<file path="src/rtl/reset_sequencer_if.sv">
// Board-level reset sequencer pin bundle.
// Ports:
//   btn_n            - asynchronous user button, active low
//   pll_locked       - asynchronous PLL lock indicator
//   pll_areset       - PLL reset request
//   rst_out          - staged active-high resets, bit 0 released first
//   ready            - all staged resets released
//   lock_retry_count - saturating count of lock timeouts plus lock losses
// The slave modport is the sequencer side; master is the board/bench side.
interface reset_sequencer_if #(
    parameter int NUM_RST = 4
);
    logic               btn_n;
    logic               pll_locked;
    logic               pll_areset;
    logic [NUM_RST-1:0] rst_out;
    logic               ready;
    logic [7:0]         lock_retry_count;

    modport master (
        output btn_n, pll_locked,
        input  pll_areset, rst_out, ready, lock_retry_count
    );

    modport slave (
        input  btn_n, pll_locked,
        output pll_areset, rst_out, ready, lock_retry_count
    );
endinterface

</file>
<file path="src/rtl/reset_sequencer.sv">
// Reset sequencer: synchronises the button and PLL lock, debounces the
// button, drives the PLL reset request and releases NUM_RST downstream
// resets in index order once lock has been stable for HOLD_CYCLES.
// Ports:
//   clk   - system clock, all logic on posedge
//   reset - synchronous active-high reset; restarts the whole sequence
//   bus   - reset_sequencer_if.slave (button/lock in, resets/status out)

// Multi-flop synchroniser for one asynchronous input.
module reset_sequencer_sync #(
    parameter int   STAGES  = 2,
    parameter logic RST_VAL = 1'b0
) (
    input  logic clk,
    input  logic reset,
    input  logic d,
    output logic q
);
    logic [STAGES-1:0] sync_q, sync_d;

    always_comb begin
        sync_d = {sync_q[STAGES-2:0], d};
    end

    always_ff @(posedge clk) begin
        if (reset) sync_q <= {STAGES{RST_VAL}};
        else       sync_q <= sync_d;
    end

    assign q = sync_q[STAGES-1];
endmodule

module reset_sequencer #(
    parameter int NUM_RST         = 4,
    parameter int SYNC_STAGES     = 2,
    parameter int DEBOUNCE_CYCLES = 65535,
    parameter int PLL_RST_CYCLES  = 16,
    parameter int LOCK_TIMEOUT    = 1048575,
    parameter int HOLD_CYCLES     = 256,
    parameter int STAGE_GAP       = 16
) (
    input  logic            clk,
    input  logic            reset,
    reset_sequencer_if.slave bus
);
    // One shared counter serves every timed state, so size it for the longest.
    localparam int CMAX_A = (PLL_RST_CYCLES > LOCK_TIMEOUT) ? PLL_RST_CYCLES : LOCK_TIMEOUT;
    localparam int CMAX_B = (HOLD_CYCLES > STAGE_GAP) ? HOLD_CYCLES : STAGE_GAP;
    localparam int CMAX   = (CMAX_A > CMAX_B) ? CMAX_A : CMAX_B;
    localparam int CW     = $clog2(CMAX + 1);
    localparam int DW     = $clog2(DEBOUNCE_CYCLES + 1);

    localparam logic [CW-1:0] PLL_LAST  = CW'(PLL_RST_CYCLES - 1);
    localparam logic [CW-1:0] TO_LAST   = CW'(LOCK_TIMEOUT - 1);
    localparam logic [CW-1:0] HOLD_LAST = CW'(HOLD_CYCLES - 1);
    localparam logic [CW-1:0] GAP_LAST  = CW'(STAGE_GAP - 1);
    localparam logic [DW-1:0] DB_LAST   = DW'(DEBOUNCE_CYCLES - 1);
    localparam logic [NUM_RST-1:0] ALL_ONES = '1;

    localparam logic [2:0] S_PLLRST   = 3'd0;
    localparam logic [2:0] S_WAITLOCK = 3'd1;
    localparam logic [2:0] S_HOLD     = 3'd2;
    localparam logic [2:0] S_RELEASE  = 3'd3;
    localparam logic [2:0] S_RUN      = 3'd4;

    // ---------------- synchronisers: [0]=button (idle 1), [1]=lock (idle 0)
    logic [1:0] sync_in, sync_out;
    logic       btn_s, lock_s;

    assign sync_in = {bus.pll_locked, bus.btn_n};

    for (genvar g = 0; g < 2; g++) begin : g_sync
        reset_sequencer_sync #(
            .STAGES  (SYNC_STAGES),
            .RST_VAL (g == 0)
        ) u_sync (
            .clk   (clk),
            .reset (reset),
            .d     (sync_in[g]),
            .q     (sync_out[g])
        );
    end

    assign btn_s  = sync_out[0];
    assign lock_s = sync_out[1];

    // ---------------- debounce; db_q follows btn_n polarity (1 = released)
    logic          db_q, db_d;
    logic [DW-1:0] dbc_q, dbc_d;
    logic          press_q, press_d;

    always_comb begin
        db_d    = db_q;
        dbc_d   = '0;
        press_d = 1'b0;
        if (btn_s != db_q) begin
            if (dbc_q == DB_LAST) begin
                db_d    = btn_s;
                press_d = db_q;   // only released->pressed is an event
            end else begin
                dbc_d = dbc_q + DW'(1);
            end
        end
    end

    // ---------------- sequencing FSM
    logic [2:0]         state_q, state_d;
    logic [CW-1:0]      cnt_q, cnt_d;
    logic               glitch_q, glitch_d;
    logic [NUM_RST-1:0] rst_q, rst_d;
    logic               ready_q, ready_d;
    logic               areset_q, areset_d;
    logic [7:0]         retry_q, retry_d;
    logic               bump;

    always_comb begin
        state_d  = state_q;
        cnt_d    = cnt_q;
        glitch_d = 1'b0;
        rst_d    = rst_q;
        ready_d  = ready_q;
        retry_d  = retry_q;
        bump     = 1'b0;

        if (press_q) begin
            state_d = S_PLLRST;
            cnt_d   = '0;
            rst_d   = ALL_ONES;
            ready_d = 1'b0;
        end else begin
            case (state_q)
                S_PLLRST: begin
                    if (cnt_q == PLL_LAST) begin
                        state_d = S_WAITLOCK;
                        cnt_d   = '0;
                    end else begin
                        cnt_d = cnt_q + CW'(1);
                    end
                end
                S_WAITLOCK: begin
                    if (lock_s) begin
                        state_d = S_HOLD;
                        cnt_d   = '0;
                    end else if (cnt_q == TO_LAST) begin
                        state_d = S_PLLRST;
                        cnt_d   = '0;
                        bump    = 1'b1;
                    end else begin
                        cnt_d = cnt_q + CW'(1);
                    end
                end
                S_HOLD: begin
                    if (!lock_s) begin
                        // A single low sample restarts the hold; two in a
                        // row means lock is really gone.
                        cnt_d = '0;
                        if (glitch_q) state_d = S_WAITLOCK;
                        else          glitch_d = 1'b1;
                    end else if (cnt_q == HOLD_LAST) begin
                        cnt_d   = '0;
                        rst_d   = ALL_ONES << 1;
                        state_d = S_RELEASE;
                        if (rst_d == '0) begin
                            state_d = S_RUN;
                            ready_d = 1'b1;
                        end
                    end else begin
                        cnt_d = cnt_q + CW'(1);
                    end
                end
                S_RELEASE: begin
                    if (!lock_s) begin
                        state_d = S_WAITLOCK;
                        cnt_d   = '0;
                        rst_d   = ALL_ONES;
                        ready_d = 1'b0;
                        bump    = 1'b1;
                    end else if (cnt_q == GAP_LAST) begin
                        // Shifting in zeros keeps the release strictly in
                        // index order.
                        cnt_d = '0;
                        rst_d = rst_q << 1;
                        if (rst_d == '0) begin
                            state_d = S_RUN;
                            ready_d = 1'b1;
                        end
                    end else begin
                        cnt_d = cnt_q + CW'(1);
                    end
                end
                S_RUN: begin
                    if (!lock_s) begin
                        state_d = S_WAITLOCK;
                        cnt_d   = '0;
                        rst_d   = ALL_ONES;
                        ready_d = 1'b0;
                        bump    = 1'b1;
                    end
                end
                default: begin
                    state_d = S_PLLRST;
                    cnt_d   = '0;
                    rst_d   = ALL_ONES;
                    ready_d = 1'b0;
                end
            endcase
        end

        if (bump && retry_q != 8'hFF) retry_d = retry_q + 8'd1;
        areset_d = (state_d == S_PLLRST);
    end

    always_ff @(posedge clk) begin
        if (reset) begin
            db_q     <= 1'b1;
            dbc_q    <= '0;
            press_q  <= 1'b0;
            state_q  <= S_PLLRST;
            cnt_q    <= '0;
            glitch_q <= 1'b0;
            rst_q    <= ALL_ONES;
            ready_q  <= 1'b0;
            areset_q <= 1'b1;
            retry_q  <= '0;
        end else begin
            db_q     <= db_d;
            dbc_q    <= dbc_d;
            press_q  <= press_d;
            state_q  <= state_d;
            cnt_q    <= cnt_d;
            glitch_q <= glitch_d;
            rst_q    <= rst_d;
            ready_q  <= ready_d;
            areset_q <= areset_d;
            retry_q  <= retry_d;
        end
    end

    assign bus.pll_areset       = areset_q;
    assign bus.rst_out          = rst_q;
    assign bus.ready            = ready_q;
    assign bus.lock_retry_count = retry_q;
endmodule

</file>
<file path="src/flat_wrapper.sv">
// flat-port wrapper written by rule: the top's interface ports become plain ports
module reset_sequencer_flat 
#(
    parameter int NUM_RST         = 4,
    parameter int SYNC_STAGES     = 2,
    parameter int DEBOUNCE_CYCLES = 65535,
    parameter int PLL_RST_CYCLES  = 16,
    parameter int LOCK_TIMEOUT    = 1048575,
    parameter int HOLD_CYCLES     = 256,
    parameter int STAGE_GAP       = 16
)
  (clk, reset, bus_btn_n, bus_pll_locked, bus_pll_areset, bus_rst_out, bus_ready, bus_lock_retry_count);
  reset_sequencer_if #(.NUM_RST(NUM_RST)) bus_i ();
  input  logic clk;
  input  logic reset;
  input wire logic [$bits(bus_i.btn_n)-1:0] bus_btn_n;
  input wire logic [$bits(bus_i.pll_locked)-1:0] bus_pll_locked;
  output wire logic [$bits(bus_i.pll_areset)-1:0] bus_pll_areset;
  output wire logic [$bits(bus_i.rst_out)-1:0] bus_rst_out;
  output wire logic [$bits(bus_i.ready)-1:0] bus_ready;
  output wire logic [$bits(bus_i.lock_retry_count)-1:0] bus_lock_retry_count;
  assign bus_i.btn_n = bus_btn_n;
  assign bus_i.pll_locked = bus_pll_locked;
  assign bus_pll_areset = bus_i.pll_areset;
  assign bus_rst_out = bus_i.rst_out;
  assign bus_ready = bus_i.ready;
  assign bus_lock_retry_count = bus_i.lock_retry_count;
  reset_sequencer #(.NUM_RST(NUM_RST), .SYNC_STAGES(SYNC_STAGES), .DEBOUNCE_CYCLES(DEBOUNCE_CYCLES), .PLL_RST_CYCLES(PLL_RST_CYCLES), .LOCK_TIMEOUT(LOCK_TIMEOUT), .HOLD_CYCLES(HOLD_CYCLES), .STAGE_GAP(STAGE_GAP)) u_core (.clk(clk), .reset(reset), .bus(bus_i));
endmodule
</file>
<file path="config.mk">
export PLATFORM = sky130hd
export DESIGN_NAME = reset_sequencer_flat
export DESIGN_NICKNAME = d
export VERILOG_FILES = /design/src/rtl/reset_sequencer_if.sv /design/src/rtl/reset_sequencer.sv /design/src/flat_wrapper.sv
export SDC_FILE = /design/constraint.sdc
export NUM_CORES = 1
export LEC_CHECK = 0
export BUFFER_PORTS_ARGS = -buffer_cell sky130_fd_sc_hd__buf_2
export CAP_MARGIN = 20
export CORE_MARGIN = 5
export CORE_UTILIZATION = 45
export DETAILED_ROUTE_END_ITERATION = 12
export PLACE_DENSITY = 0.58
export SLEW_MARGIN = 10
export SYNTH_ARGS = -nofsm -noshare
export SYNTH_HDL_FRONTEND = slang
export SYNTH_HIERARCHICAL = 1
export SYNTH_SLANG_ARGS = --single-unit
</file>
<file path="constraint.sdc">
create_clock -name clk -period 6.7 [get_ports clk]
set_clock_uncertainty 0.2 [all_clocks]
set_input_delay 0.335 -clock clk [delete_from_list [all_inputs] [get_ports clk]]
set_output_delay 0.335 -clock clk [all_outputs]
set_load 0.01 [all_outputs]
</file>
==> impl_metrics.env <==
export IMPL_status="finished, final reports clean"
export IMPL_synth_compound_area_share_pct=12.8
export IMPL_finalSetupViolCount=0
export IMPL_syn_inst=345
export IMPL_pwr_share_clk_pct=47.8
export IMPL_num_antenna_cells=0
export IMPL_timing_rr_start="u_core/cnt_q[15]"
export IMPL_synth_area_um2=2920
export IMPL_synth_area_mux_share_pct=0.728
export IMPL_viasPerCell=5.57
export IMPL_grt_overflow_total=0
export IMPL_synth_area_leaders="dfxtp_1 41%, nor2_1 7.4%, xor2_1 5.1%, nand4_1 3.9%, xnor2_1 3.3%"
export IMPL_whs_endpoint="u_core/g_sync[1].u_sync/sync_q[0]"
export IMPL_p_comb_share_pct=2.0
export IMPL_synthTopCellsByCount="60 x dfxtp_1, 58 x nor2_1, 19 x a21oi_1, 19 x nand3_1"
export IMPL_grt_pass1_vias=2264
export IMPL_clkLatencyLatePin_ps=340
export IMPL_cts_max_path_buffers=2
export IMPL_path_class="reg2reg"
export IMPL_slew_headroom_pct=41.2
export IMPL_p_total_mw=0.724
export IMPL_path_clk_slew_ps=70
export IMPL_p_int_mw=0.571
export IMPL_synth_xor_area_share_pct=8.39
export IMPL_hold_depth=2
export IMPL_p_sw_mw=0.153
export IMPL_worstPathRequired_ps=6710
export IMPL_switching_share_pct=21.1
export IMPL_cts_sinks=60
export IMPL_antenna_found_initial=0
export IMPL_grt_max_degree=22
export IMPL_setup_reg_to_reg_worst_slack_ps=3790
export IMPL_cts_root_buf="clkbuf_8"
export IMPL_start_kind="register"
export IMPL_synth_ff_type="dfxtp_1"
export IMPL_yosys_area_top_type="dfxtp_1"
export IMPL_post_cts_buffers=0
export IMPL_seqPwrFrac_pct=50.1
export IMPL_rsz0062_at_grt="false"
export IMPL_drcViolationCount=0
export IMPL_synth_distinct_cells=54
export IMPL_fin_cells=444
export IMPL_cts_buffers=9
export IMPL_ant_nets=0
export IMPL_first_pass_iters=4
export IMPL_synth_top_family_by_area="simple AND/OR/NAND/NOR gates"
export IMPL_critical_path_max_fanout=8
export IMPL_track_usage_pct=16.0
export IMPL_yosys_area_share_simple_pct=31.7
export IMPL_ys_seq_elements=60
export IMPL_final_util_pct=51.3
export IMPL_wl_per_cell_um=14.3
export IMPL_ys_seq_area_share_pct=41.1
export IMPL_async_reset_ff_share_pct=0
export IMPL_post_dp_hpwl_mm=4.33
export IMPL_p_leak_nw=1.19
export IMPL_placed_cells=428
export IMPL_regToRegEndpoint="u_core/cnt_q[13]"
export IMPL_place_gp_congestion=0.927
export IMPL_period_share_pct=43.4
export IMPL_reg2reg_depth=6
export IMPL_hold_path_class="in2reg"
export IMPL_grt_pass1_wl_mm=10.8
export IMPL_holdCritStartpoint="bus_pll_locked"
export IMPL_io_buffer_count=17
export IMPL_period_minus_slack_ps=2910
export IMPL_worstSetupEndpointType="register"
export IMPL_hold_buffers=1
export IMPL_die_w_um=90.6
export IMPL_p_per_area_nw_per_um2=222
export IMPL_drive_gt1_share_pct=14.4
export IMPL_maxSlewViolCount=0
export IMPL_arrival_ps=2920
export IMPL_synthMostInstantiatedCell="dfxtp_1"
export IMPL_wl_mm=6.33
export IMPL_cts_resized=0
export IMPL_setup_tns_ps=0
export IMPL_synth_top_area_share_pct=41.1
export IMPL_hold_violations=0
export IMPL_avgSynthCellArea_um2=8.47
export IMPL_worst_pin_slew_ps=879
export IMPL_ir_worst_vdd_mv=0.127
export IMPL_vias=2475
export IMPL_final_nets=372
export IMPL_maxCapViolCount=0
export IMPL_dieArea_um2=8210
export IMPL_drt_iter0_drc=174
export IMPL_cts_htree_levels=3
export IMPL_initial_core_util_pct=46.0
export IMPL_yosys_warnings=6
export IMPL_die_height_um=90.6
export IMPL_num_io_pins=18
export IMPL_area_growth_pct=11.4
export IMPL_syn_nets=354
export IMPL_synth_edf_count=0
export IMPL_synthAdderAreaFrac_pct=2.14
export IMPL_rows=29
export IMPL_hold_slack_ps=21.7
export IMPL_max_freq_ghz=0.344
export IMPL_cts_tree="done"
export IMPL_core_area_um2=6350
## layout make-up
class / instances / area, um^2
well taps: 77 / 96.3
flip-flops and latches: 60 / 1200
multi-input cells: 266 / 1630
clock inverters: 5 / 77.6
fillers: 618 / 3090
clock buffers: 10 / 128
inverters: 8 / 30.0
repair buffers: 18 / 95.1
## power by group through the flow
stage | Combinational, mW | Sequential, mW | Clock [mW]
after floorplan | 0.0114 | 0.370 | 0
after global placement | 0.0141 | 0.371 | 0
after detailed placement | 0.0145 | 0.371 | 0
after CTS | 0.0149 | 0.363 | 0.359
after global routing | 0.0171 | 0.363 | 0.374
final | 0.0148 | 0.363 | 0.346
## worst max-delay path by stage
stage / cells after the start / slack [ps] / endpoint / from
final: 6 / 3790 / u_core/cnt_q[13] / u_core/cnt_q[15]
after global routing: 6 / 3630 / u_core/cnt_q[13] / u_core/cnt_q[15]
after CTS: 6 / 3780 / u_core/cnt_q[13] / u_core/cnt_q[15]
after detailed placement: 6 / 3790 / u_core/cnt_q[14] / u_core/cnt_q[15]
after global placement: 6 / 3840 / u_core/cnt_q[5] / u_core/cnt_q[15]
after floorplan: 7 / 4120 / u_core/cnt_q[10] / u_core/cnt_q[15]
## registers in the layout, summed over array words and instances, names as in the netlist, 3 cells and up
name                         count
u_core/state_q                   3
u_core/bus.rst_out               4
u_core/dbc_q                    16
u_core/g_sync.u_sync/sync_q      4
u_core/cnt_q                    20
u_core/bus.lock_retry_count      8
## layer usage
layer | share of wire, % | track usage, % | vias up
met5 | 0 | 0 | -
met4 | 3.3 | 10.5 | 0
met3 | 5.2 | 3.00 | 15
met2 | 40 | 21.4 | 67
met1 | 52 | 23.1 | 1137
li1 | - | - | 1256
## cell families (layout without fill, tap and decap cells)
kind of cell | after synthesis | after routing
AO/OA/AOI/OAI | 56 | 56
AND/OR/NAND/NOR | 175 | 175
multiplexers | 2 | 2
XOR/XNOR | 28 | 28
adder cells (fa/ha/maj) | 5 | 5
flip-flops | 60 | 60
buffers and inverters | 19 | 41
## worst max-delay path, cell delays in order (launching register included)
cell	delay [ps]
dfxtp_1	360
or4_2	720
nor4_4	370
a221oi_2	160
nor3_1	700
o31a_2	240
nor2_1	30
## layout by cell type (no fill, tap or decap), types with 3 or more instances in the layout
cell type  instances
dfxtp_1           60
nor2_1            58
nand3_1           19
a21oi_1           19
nand2_1           18
nand4_1           18
buf_2             17
xor2_1            17
o21ai_0           13
xnor2_1           11
clkbuf_8           9
inv_1              8
nor3_1             8
and3_1             6
nand2b_1           6
nor2b_1            6
ha_1               5
and4_1             4
or2_2              4
a31o_2             4
and2_1             4
or3_1              3
nor4_1             3
a211oi_1           3
o31a_2             3
nor3b_1            3
## metrics by stage
| stage | area (um^2) | worst slack (ps) |
|---|---|---|
| after global routing | 3260 | 3630 |
| after global placement | 3040 | 3840 |
| after CTS | 3260 | 3780 |
| after floorplan | 2920 | 4120 |
| after detailed placement | 3040 | 3790 |
| final | 3260 | 3790 |
No activity file was read; power rests on OpenSTA's default activity.
